<file path="config.mk">
export PLATFORM = sky130hd
export DESIGN_NAME = vsoc_mem_arbiter
export DESIGN_NICKNAME = d
export VERILOG_FILES = /design/src/rtl/vsoc_mem_pkg.sv /design/src/rtl/vsoc_rr_picker.sv /design/src/rtl/vsoc_mem_arbiter.sv
export SDC_FILE = /design/constraint.sdc
export NUM_CORES = 1
export LEC_CHECK = 0
export CORE_AREA = 2 2 114 116
export DETAILED_ROUTE_END_ITERATION = 8
export DIE_AREA = 0 0 116 118
export PLACE_DENSITY = 0.75
export SKIP_CTS_REPAIR_TIMING = 1
export SYNTH_ARGS = -nofsm -noshare
export SYNTH_HDL_FRONTEND = slang
export SYNTH_SLANG_ARGS = --single-unit
</file>
<file path="constraint.sdc">
create_clock -name clk -period 3.2 [get_ports clk]
set_input_delay 0.64 -clock clk [delete_from_list [all_inputs] [get_ports clk]]
set_output_delay 0.64 -clock clk [all_outputs]
set_load 0.005 [all_outputs]
</file>
<file path="src/rtl/vsoc_mem_pkg.sv">
// Shared types and constants for the VectorSOC data-memory path.
// Imported by the arbiter and its round-robin picker.
package vsoc_mem_pkg;

    typedef enum logic {
        IDLE   = 1'b0,
        LOCKED = 1'b1
    } arb_state_t;

    localparam int MEM_RD_LATENCY = 1;
    localparam int DEF_ADDR_W     = 16;
    localparam int DEF_DATA_W     = 32;

endpackage

</file>
<file path="src/rtl/vsoc_rr_picker.sv">
// Combinational round-robin pick: first valid bit after last_grant,
// wrapping modulo N.
module vsoc_rr_picker #(
    parameter int N    = 3,
    parameter int ID_W = $clog2(N)
) (
    input  logic [N-1:0]    valid,
    input  logic [ID_W-1:0] last_grant,
    output logic [N-1:0]    gnt_onehot,
    output logic [ID_W-1:0] gnt_id,
    output logic            any
);

    always_comb begin
        int idx;
        gnt_onehot = '0;
        gnt_id     = '0;
        any        = 1'b0;
        idx        = 0;
        for (int k = 1; k <= N; k++) begin
            idx = (int'(last_grant) + k) % N;
            if (!any && valid[idx]) begin
                any             = 1'b1;
                gnt_id          = ID_W'(idx);
                gnt_onehot[idx] = 1'b1;
            end
        end
    end

endmodule

</file>
<file path="src/rtl/vsoc_mem_arbiter.sv">
// Round-robin, burst-locking arbiter for the shared single-port data SRAM.
// Read data returns one cycle later, tagged to the issuing requester.
module vsoc_mem_arbiter
    import vsoc_mem_pkg::*;
#(
    parameter int N_REQ     = 3,
    parameter int ADDR_W    = DEF_ADDR_W,
    parameter int DATA_W    = DEF_DATA_W,
    parameter int MAX_BURST = 8
) (
    input  logic                       clk,
    input  logic                       reset,
    input  logic [N_REQ-1:0]           req_valid,
    output logic [N_REQ-1:0]           req_ready,
    input  logic [N_REQ-1:0]           req_we,
    input  logic [N_REQ-1:0]           req_last,
    input  logic [N_REQ*ADDR_W-1:0]    req_addr,
    input  logic [N_REQ*DATA_W-1:0]    req_wdata,
    input  logic [N_REQ*DATA_W/8-1:0]  req_wstrb,
    output logic [N_REQ-1:0]           rsp_valid,
    output logic [DATA_W-1:0]          rsp_rdata,
    output logic                       mem_en,
    output logic                       mem_we,
    output logic [ADDR_W-1:0]          mem_addr,
    output logic [DATA_W-1:0]          mem_wdata,
    output logic [DATA_W/8-1:0]        mem_wstrb,
    input  logic [DATA_W-1:0]          mem_rdata,
    output logic                       busy,
    output logic [$clog2(N_REQ)-1:0]   grant_id
);

    localparam int ID_W   = $clog2(N_REQ);
    localparam int STRB_W = DATA_W / 8;
    localparam bit CAN_LOCK = (MAX_BURST > 1);
    localparam logic [7:0] LAST_CNT = 8'(MAX_BURST - 1);

    arb_state_t      state;
    logic [ID_W-1:0] owner;
    logic [ID_W-1:0] last_grant;
    logic [ID_W-1:0] rd_id;
    logic [7:0]      beat_cnt;
    logic            rd_pending;

    logic [N_REQ-1:0] pick_oh;
    logic [ID_W-1:0]  pick_id;
    logic             pick_any;

    logic [N_REQ-1:0] ready;
    logic [ID_W-1:0]  sel;
    logic             accept;
    logic             sel_we;
    logic             sel_last;

    vsoc_rr_picker #(
        .N    (N_REQ),
        .ID_W (ID_W)
    ) u_picker (
        .valid      (req_valid),
        .last_grant (last_grant),
        .gnt_onehot (pick_oh),
        .gnt_id     (pick_id),
        .any        (pick_any)
    );

    // In LOCKED only the owner can be granted; others are masked out.
    always_comb begin
        ready = '0;
        sel   = pick_id;
        if (!reset) begin
            if (state == IDLE) begin
                if (pick_any) ready = pick_oh;
            end else begin
                sel          = owner;
                ready[owner] = req_valid[owner];
            end
        end
    end

    assign req_ready = ready;
    assign accept    = |ready;
    assign sel_we    = req_we[sel];
    assign sel_last  = req_last[sel];

    always_comb begin
        mem_en    = accept;
        mem_we    = 1'b0;
        mem_addr  = '0;
        mem_wdata = '0;
        mem_wstrb = '0;
        if (accept) begin
            mem_we    = sel_we;
            mem_addr  = req_addr[int'(sel)*ADDR_W +: ADDR_W];
            mem_wdata = req_wdata[int'(sel)*DATA_W +: DATA_W];
            mem_wstrb = req_wstrb[int'(sel)*STRB_W +: STRB_W];
        end
    end

    always_ff @(posedge clk) begin
        if (reset) begin
            state      <= IDLE;
            owner      <= '0;
            last_grant <= ID_W'(N_REQ - 1);
            beat_cnt   <= '0;
            grant_id   <= '0;
            rd_pending <= 1'b0;
            rd_id      <= '0;
        end else begin
            rd_pending <= accept & ~sel_we;
            if (accept) rd_id <= sel;
            unique case (state)
                IDLE: begin
                    if (accept) begin
                        grant_id <= sel;
                        if (!sel_last && CAN_LOCK) begin
                            state    <= LOCKED;
                            owner    <= sel;
                            beat_cnt <= 8'd1;
                        end else begin
                            last_grant <= sel;
                        end
                    end
                end
                LOCKED: begin
                    if (!req_valid[owner]) begin
                        state      <= IDLE;
                        last_grant <= owner;
                        beat_cnt   <= '0;
                    end else begin
                        grant_id <= owner;
                        if (sel_last || beat_cnt == LAST_CNT) begin
                            state      <= IDLE;
                            last_grant <= owner;
                            beat_cnt   <= '0;
                        end else begin
                            beat_cnt <= beat_cnt + 8'd1;
                        end
                    end
                end
                default: state <= IDLE;
            endcase
        end
    end

    // A read still in flight when reset rises is dropped.
    always_comb begin
        rsp_valid = '0;
        if (rd_pending && !reset) rsp_valid[rd_id] = 1'b1;
    end

    assign rsp_rdata = rd_pending ? mem_rdata : '0;
    assign busy      = (state == LOCKED);

endmodule

</file>
=== Yosys cells after proc, flatten, opt, wreduce, memory -nomap -nowiden ===
Index checks and enable logic that the tools add are counted.

* Logic and storage cells: 121
* Register bits: 18

* Div/mod/pow operators: 3
* Muxes and demuxes: 63
* Order comparisons: 11
* Reduce and logical (&&, ||, !) cells: 17
* Add/subtract/negate cells: 4
* Bitwise gates (word level): 7
* Equal/unequal tests: 6
* Shift operators: 3

{| class="wikitable"
|+ Operators with widths
! operator !! count
|-
| $ge 32x1->1 const B || 3
|-
| $lt 32x4->1 const B || 3
|-
| $mod 32x3->32 const B || 3
|-
| $shiftx 96x8->32 || 1
|-
| $mux 32 || 2
|-
| $shiftx 48x7->16 || 1
|-
| $mux 8 || 4
|-
| $mux 1 || 22
|-
| $mux 2 || 11
|-
| $mux 3 || 7
|-
| $mux 16 || 1
|-
| $pmux 8 s2 || 1
|-
| $bmux 1 s2 || 6
|-
| $shiftx 12x5->4 || 1
|-
| $demux 1 s2 || 5
|-
| $lt 2x3->1 const B || 3
|-
| $add 8x1->8 const B || 1
|-
| $eq 8x3->1 const B || 1
|-
| $logic_and 1x1->1 || 8
|-
| $pmux 2 s2 || 2
|-
| $add 2x2->3 const B || 2
|-
| $ne 2x2->1 const B || 3
|-
| $or 3x3->3 || 2
|-
| $reduce_and 3->1 || 2
|-
| 13 further kinds || 19
|}

=== Longest topological paths before layout ===
* Depth in word-level cells: 20
* Depth in mapped cells: 12

=== Hierarchy ===
From an unflattened synthesis, not the netlist that was laid out.

* Cells, all modules: 503
* Area, all modules: 2940.3 µm²

{| class="wikitable"
|+ By module, submodules not included
! module !! seq. area each (µm²) !! cells each !! area an instance (µm²) !! instances
|-
| vsoc_mem_arbiter || 360.3 || 463 || 2658.8 || 1
|-
| vsoc_rr_picker || 0.0 || 40 || 281.5 || 1
|}

=== Worst setup path after synthesis ===
No wires, ideal clock.

* Kind: register to output
* From: register last_grant[0]
* To: output port mem_addr[0]
* Setup slack: 0.284 ns
* Buffers on the path: 3
* Stages on the path, launching flop included: 12
* Data arrival time: 2.276 ns
* Cell sequence: dfxtp_1 -> inv_1 -> ha_1 -> buf_2 -> nor2b_1 -> o211ai_1 -> o211ai_1 -> nand4b_1 -> o31ai_2 -> buf_4 -> buf_2 -> nor2_1

* Word-level cells in the longest chain between the ends: 17

{| class="wikitable"
|+ Ends and longest elaborated chain
! element !! line !! source
|-
| start: declaration || vsoc_mem_arbiter.sv:39 || <nowiki>logic [ID_W-1:0] last_grant;</nowiki>
|-
| start signal: assignment || vsoc_mem_arbiter.sv:102 || <nowiki>last_grant <= ID_W'(N_REQ - 1);</nowiki>
|-
| start signal: assignment || vsoc_mem_arbiter.sv:119 || <nowiki>last_grant <= sel;</nowiki>
|-
| start signal: assignment || vsoc_mem_arbiter.sv:126 || <nowiki>last_grant <= owner;</nowiki>
|-
| branches (longest 16 deep; another with $mod 32x3->32) || - ||
|-
| $mux 16 (*) || vsoc_mem_arbiter.sv:90 || <nowiki>if (accept) begin</nowiki>
|-
| end: declaration || vsoc_mem_arbiter.sv:24 || <nowiki>output logic [ADDR_W-1:0] mem_addr,</nowiki>
|}

Every way passes the cells marked *. The select of a mux whose other input is x is not followed.

=== Worst setup path in the final report ===
* From: register last_grant[0]
* To: output port mem_we

* Word-level cells in the longest chain between the ends: 17

{| class="wikitable"
|+ Ends and longest elaborated chain
! element !! line !! source
|-
| branches (longest 16 deep; another with $mod 32x3->32) || - ||
|-
| $mux 1 (*) || vsoc_mem_arbiter.sv:90 ||
|-
| end: declaration || vsoc_mem_arbiter.sv:23 || <nowiki>output logic mem_we,</nowiki>
|}

Marked as above.

==> results.rst <==
.. list-table::
   :header-rows: 1

   * - Metric
     - Value
   * - Worst slew slack as a fraction of its limit
     - 38.4%
   * - Crit Path Class
     - flop to primary output
   * - RD Place Congestion
     - 0.932
   * - Drc violations
     - 0
   * - Setup TNS
     - -6580 ps
   * - Predominant post-synthesis flop cell
     - dfxtp_1
   * - Count of buffers inserted at the top-level ports
     - 293
   * - Area share of xor/xnor cells in the synthesized design
     - 0.568%
   * - Number of antenna violations at the first check in global routing
     - 0
   * - Buffer and inverter count on the worst path
     - 6
   * - Antenna Diode Count
     - 0
   * - Area of the core
     - 0.0124 sq mm
   * - Overall track demand over capacity in global routing
     - 21.5%
   * - Cell count of the worst reg-to-reg path
     - 15
   * - Global-route wire length before repair
     - 23600 um
   * - Row count
     - 41
   * - HPWL Detailed
     - 12400 um
   * - Dominant cells by area after synthesis
     - a21oi_1 (18%), nand2_1 (14%), dfxtp_1 (12%)
   * - Maximum number of pins on one net before global-route repair
     - 38
   * - Cell with the most instances after synthesis
     - nand2_1
   * - Cell depth of the worst min-delay path
     - 1
   * - Delay of the slowest cell on the worst path
     - 350 ps
   * - Number of buffers inserted during clock tree synthesis
     - 3
   * - Failing checks
     - setup timing
   * - Sequential share of the synthesized area
     - 11.7%
   * - Total Wirelength
     - 17900 um
   * - Count of nets after finishing
     - 1101
   * - Adder-cell share of the synthesized area
     - 2.39%
   * - Fraction of layout cells with a size suffix above 1
     - 32.3%
   * - Smallest setup slack after layout
     - -154 ps
   * - DIE WIDTH
     - 116 um
   * - Main combinational cell family by area after synthesis
     - simple AND/OR/NAND/NOR gates
   * - Final setup skew
     - 3.20 ps
   * - WL per Instance
     - 16.7 um
   * - Most instantiated cells after synthesis
     - nand2_1 (119), a21oi_1 (110), nor2_1 (70)
   * - Total of fill cells in the finished design
     - 1108
   * - Total congestion overflow after global routing
     - 0
   * - Vias in the first global route
     - 4563
   * - Unrepaired setup endpoints after global routing
     - true
   * - Power density over the cells
     - 687 mW/mm^2
   * - CTS Sinks
     - 18
   * - Basic-gate share of the synthesized area counting and, or, nand and nor cells
     - 42.2%
   * - Post-Syn Area
     - 0.00308 sq mm
   * - Synth Net Count
     - 722
   * - Crit path capture type
     - primary output
   * - Total placed instance area
     - 0.00666 sq mm
   * - Portion of synthesized cell area occupied by the leading cell type
     - 17.9%
   * - Outcome
     - finished with violations
   * - CTS Root Buffer Type
     - clkbuf_16
   * - Stages on the worst setup path
     - 13
   * - Number of flip-flops and latches in the synthesized netlist
     - 18
   * - Min-delay worst type
     - flop to flop
   * - Final hold violations
     - 0
   * - Via density per instance
     - 4.88
   * - Nature of the critical path startpoint
     - flop
   * - Share of synthesized area spent on multiplexers
     - 2.84%
   * - Area growth from synthesis to layout
     - 148%
   * - Die Ht
     - 118 um
   * - First-pass detailed-route iteration total
     - 4
   * - Worst vdd rail ir drop
     - 0.296 mV
   * - Fraction of the mapped netlist area in compound gates
     - 32.8%
   * - Setup violators final
     - 52
   * - Routed Antenna Nets
     - 0
   * - Maxcap violations
     - 0
   * - Clock insertion delay at the later pin of the skew report
     - 250 ps
   * - Floorplan die area
     - 0.0137 sq mm
   * - H-tree levels
     - 1
   * - Post-synth EDFFs
     - 0
   * - Slew Viols, Final
     - 0
   * - Total non-filler cell area in the finished layout
     - 0.00763 sq mm
   * - Slew at the pin closest to its max-slew limit
     - 912 ps
   * - Maximum clock path buffer count
     - 2
   * - Most Frequent Cell on Critical Path
     - buf_12
   * - Arrival time at the worst endpoint
     - 2710 ps
   * - Delay-heaviest family, CP
     - buffers and inverters
   * - Count of routing violations after the opening detailed-route iteration
     - 217
   * - Clock period minus worst slack
     - 3350 ps
   * - Crit-path slowest cell
     - dfxtp_4
   * - CTS clock-pin slew for the worst setup and hold paths
     - 50 ps
   * - Async set-or-reset flop fraction in the synthesized netlist
     - 0%
   * - Starting density of the core
     - 24.8%
   * - Worst-path maximum fanout
     - 16
   * - Clock tree from TritonCTS
     - built
   * - Number of distinct library cell variants in the gate-level netlist after synthesis
     - 66
   * - Static power due to leakage
     - 3.30 nW
   * - Cell-by-cell listing of the critical path
     - buf_12 -> ha_4 -> buf_4 -> nand2b_4 -> and4_1 -> a31oi_2 -> nand4b_1 -> o31ai_4 -> buf_12 -> buf_4 -> buf_12 -> nor2_2 -> dlymetal6s2s_1
   * - Crit share post-route
     - 105%
   * - Total via count after detailed routing
     - 5203
   * - Largest area contributor in the netlist
     - a21oi_1
   * - Top Ports
     - 294
   * - CP Data Required Time
     - 2560 ps
   * - Mean instance size in the synthesized netlist
     - 5.95 sq um
   * - Synthesized instance count
     - 518
   * - Yosys Warn Count
     - 0
   * - Achievable frequency
     - 298 MHz
-- power by group --
| part | switching (mW) | total [mW] | internal [mW] | leakage, nW |
|---|---|---|---|---|
| Clock | 0.0858 | 0.250 | 0.165 | 0.0370 |
| Combinational | 2.12 | 4.67 | 2.54 | 3.12 |
| Sequential | 0.0566 | 0.327 | 0.270 | 0.147 |
| Total | 2.27 | 5.24 | 2.98 | 3.30 |
-- flip-flops by register name, summed over array words and instances (netlist names) --
| signal | cells |
|---|---|
| rd_pending | 1 |
| beat_cnt | 8 |
| last_grant | 2 |
| grant_id | 2 |
| busy | 1 |
| owner | 2 |
| rd_id | 2 |
-- stage by stage --
stage / hold slack [ps] / utilization, % / std cells / worst slack (ps) / power, mW
2_1_floorplan: 468 / - / 518 / 284 / 1.98
3_3_place_gp: 490 / 53.7 / 1008 / -699 / 3.84
3_5_place_dp: 496 / 53.7 / 1008 / -670 / 3.85
4_1_cts: 513 / 54.3 / 1011 / -699 / 4.12
5_1_grt: 549 / 61.5 / 1067 / -251 / 5.59
6_report: 507 / 61.5 / 1067 / -154 / 5.24
-- path summary, 6_finish.rpt --
check / slack [ps] / from / endpoint
max reg2reg: 120 / last_grant[0] / beat_cnt[3]
max: -150 / last_grant[0] / mem_we
min: 510 / beat_cnt[1] / beat_cnt[1]
min reg2reg: 510 / beat_cnt[1] / beat_cnt[1]
-- logic make-up (layout without fill, tap and decap cells) --
logic type / after synthesis / after routing
AOI/OAI and AO/OA: 157 / 157
xor gates and xnor gates: 2 / 2
adders and majority gates: 6 / 6
buffers and inverters: 51 / 428
DFF: 18 / 18
muxes: 8 / 8
and+or+nand+nor: 276 / 276
-- placed cells by master (no fill, tap or decap), drive strengths merged, types with 2 or more instances in the layout --
cell             n
nand2b           7
a22oi            2
dlymetal6s2s     7
inv              8
nor2b            7
nor2            71
a31oi            7
nor3b            2
dfxtp           18
and4             2
clkdlybuf4s50  232
or3              2
and3             2
a21o             4
o41ai            2
and2            36
a221o            2
xor2             2
mux2i            5
a21boi           2
a22o             5
nand2          119
or2              2
nor4bb           3
ha               5
nor3             6
clkbuf          36
o21a             3
o211ai           3
mux2             3
nor4b            3
a21oi          110
buf            145
o21ai            4
nand4b           3
nand3            8
a211oi           3
-- metal layers --
| metal | wire length (um) | GRT usage (%) |
|---|---|---|
| met3 | 1350 | 4.02 |
| met5 | 0 | 0 |
| met2 | 8890 | 36.6 |
| met1 | 7240 | 27.9 |
| met4 | 376 | 4.91 |
-- area by class of cell --
cell class	count	area, sq um	share of cell area (%)
clock buffers	3	75.1	0.983
repair buffers	417	4070	53.4
flip-flops and latches	18	368	4.82
inverters	8	30.0	0.393
well taps	172	215	2.82
multi-input cells	449	2870	37.6
Power figures use the tool's default switching activity.
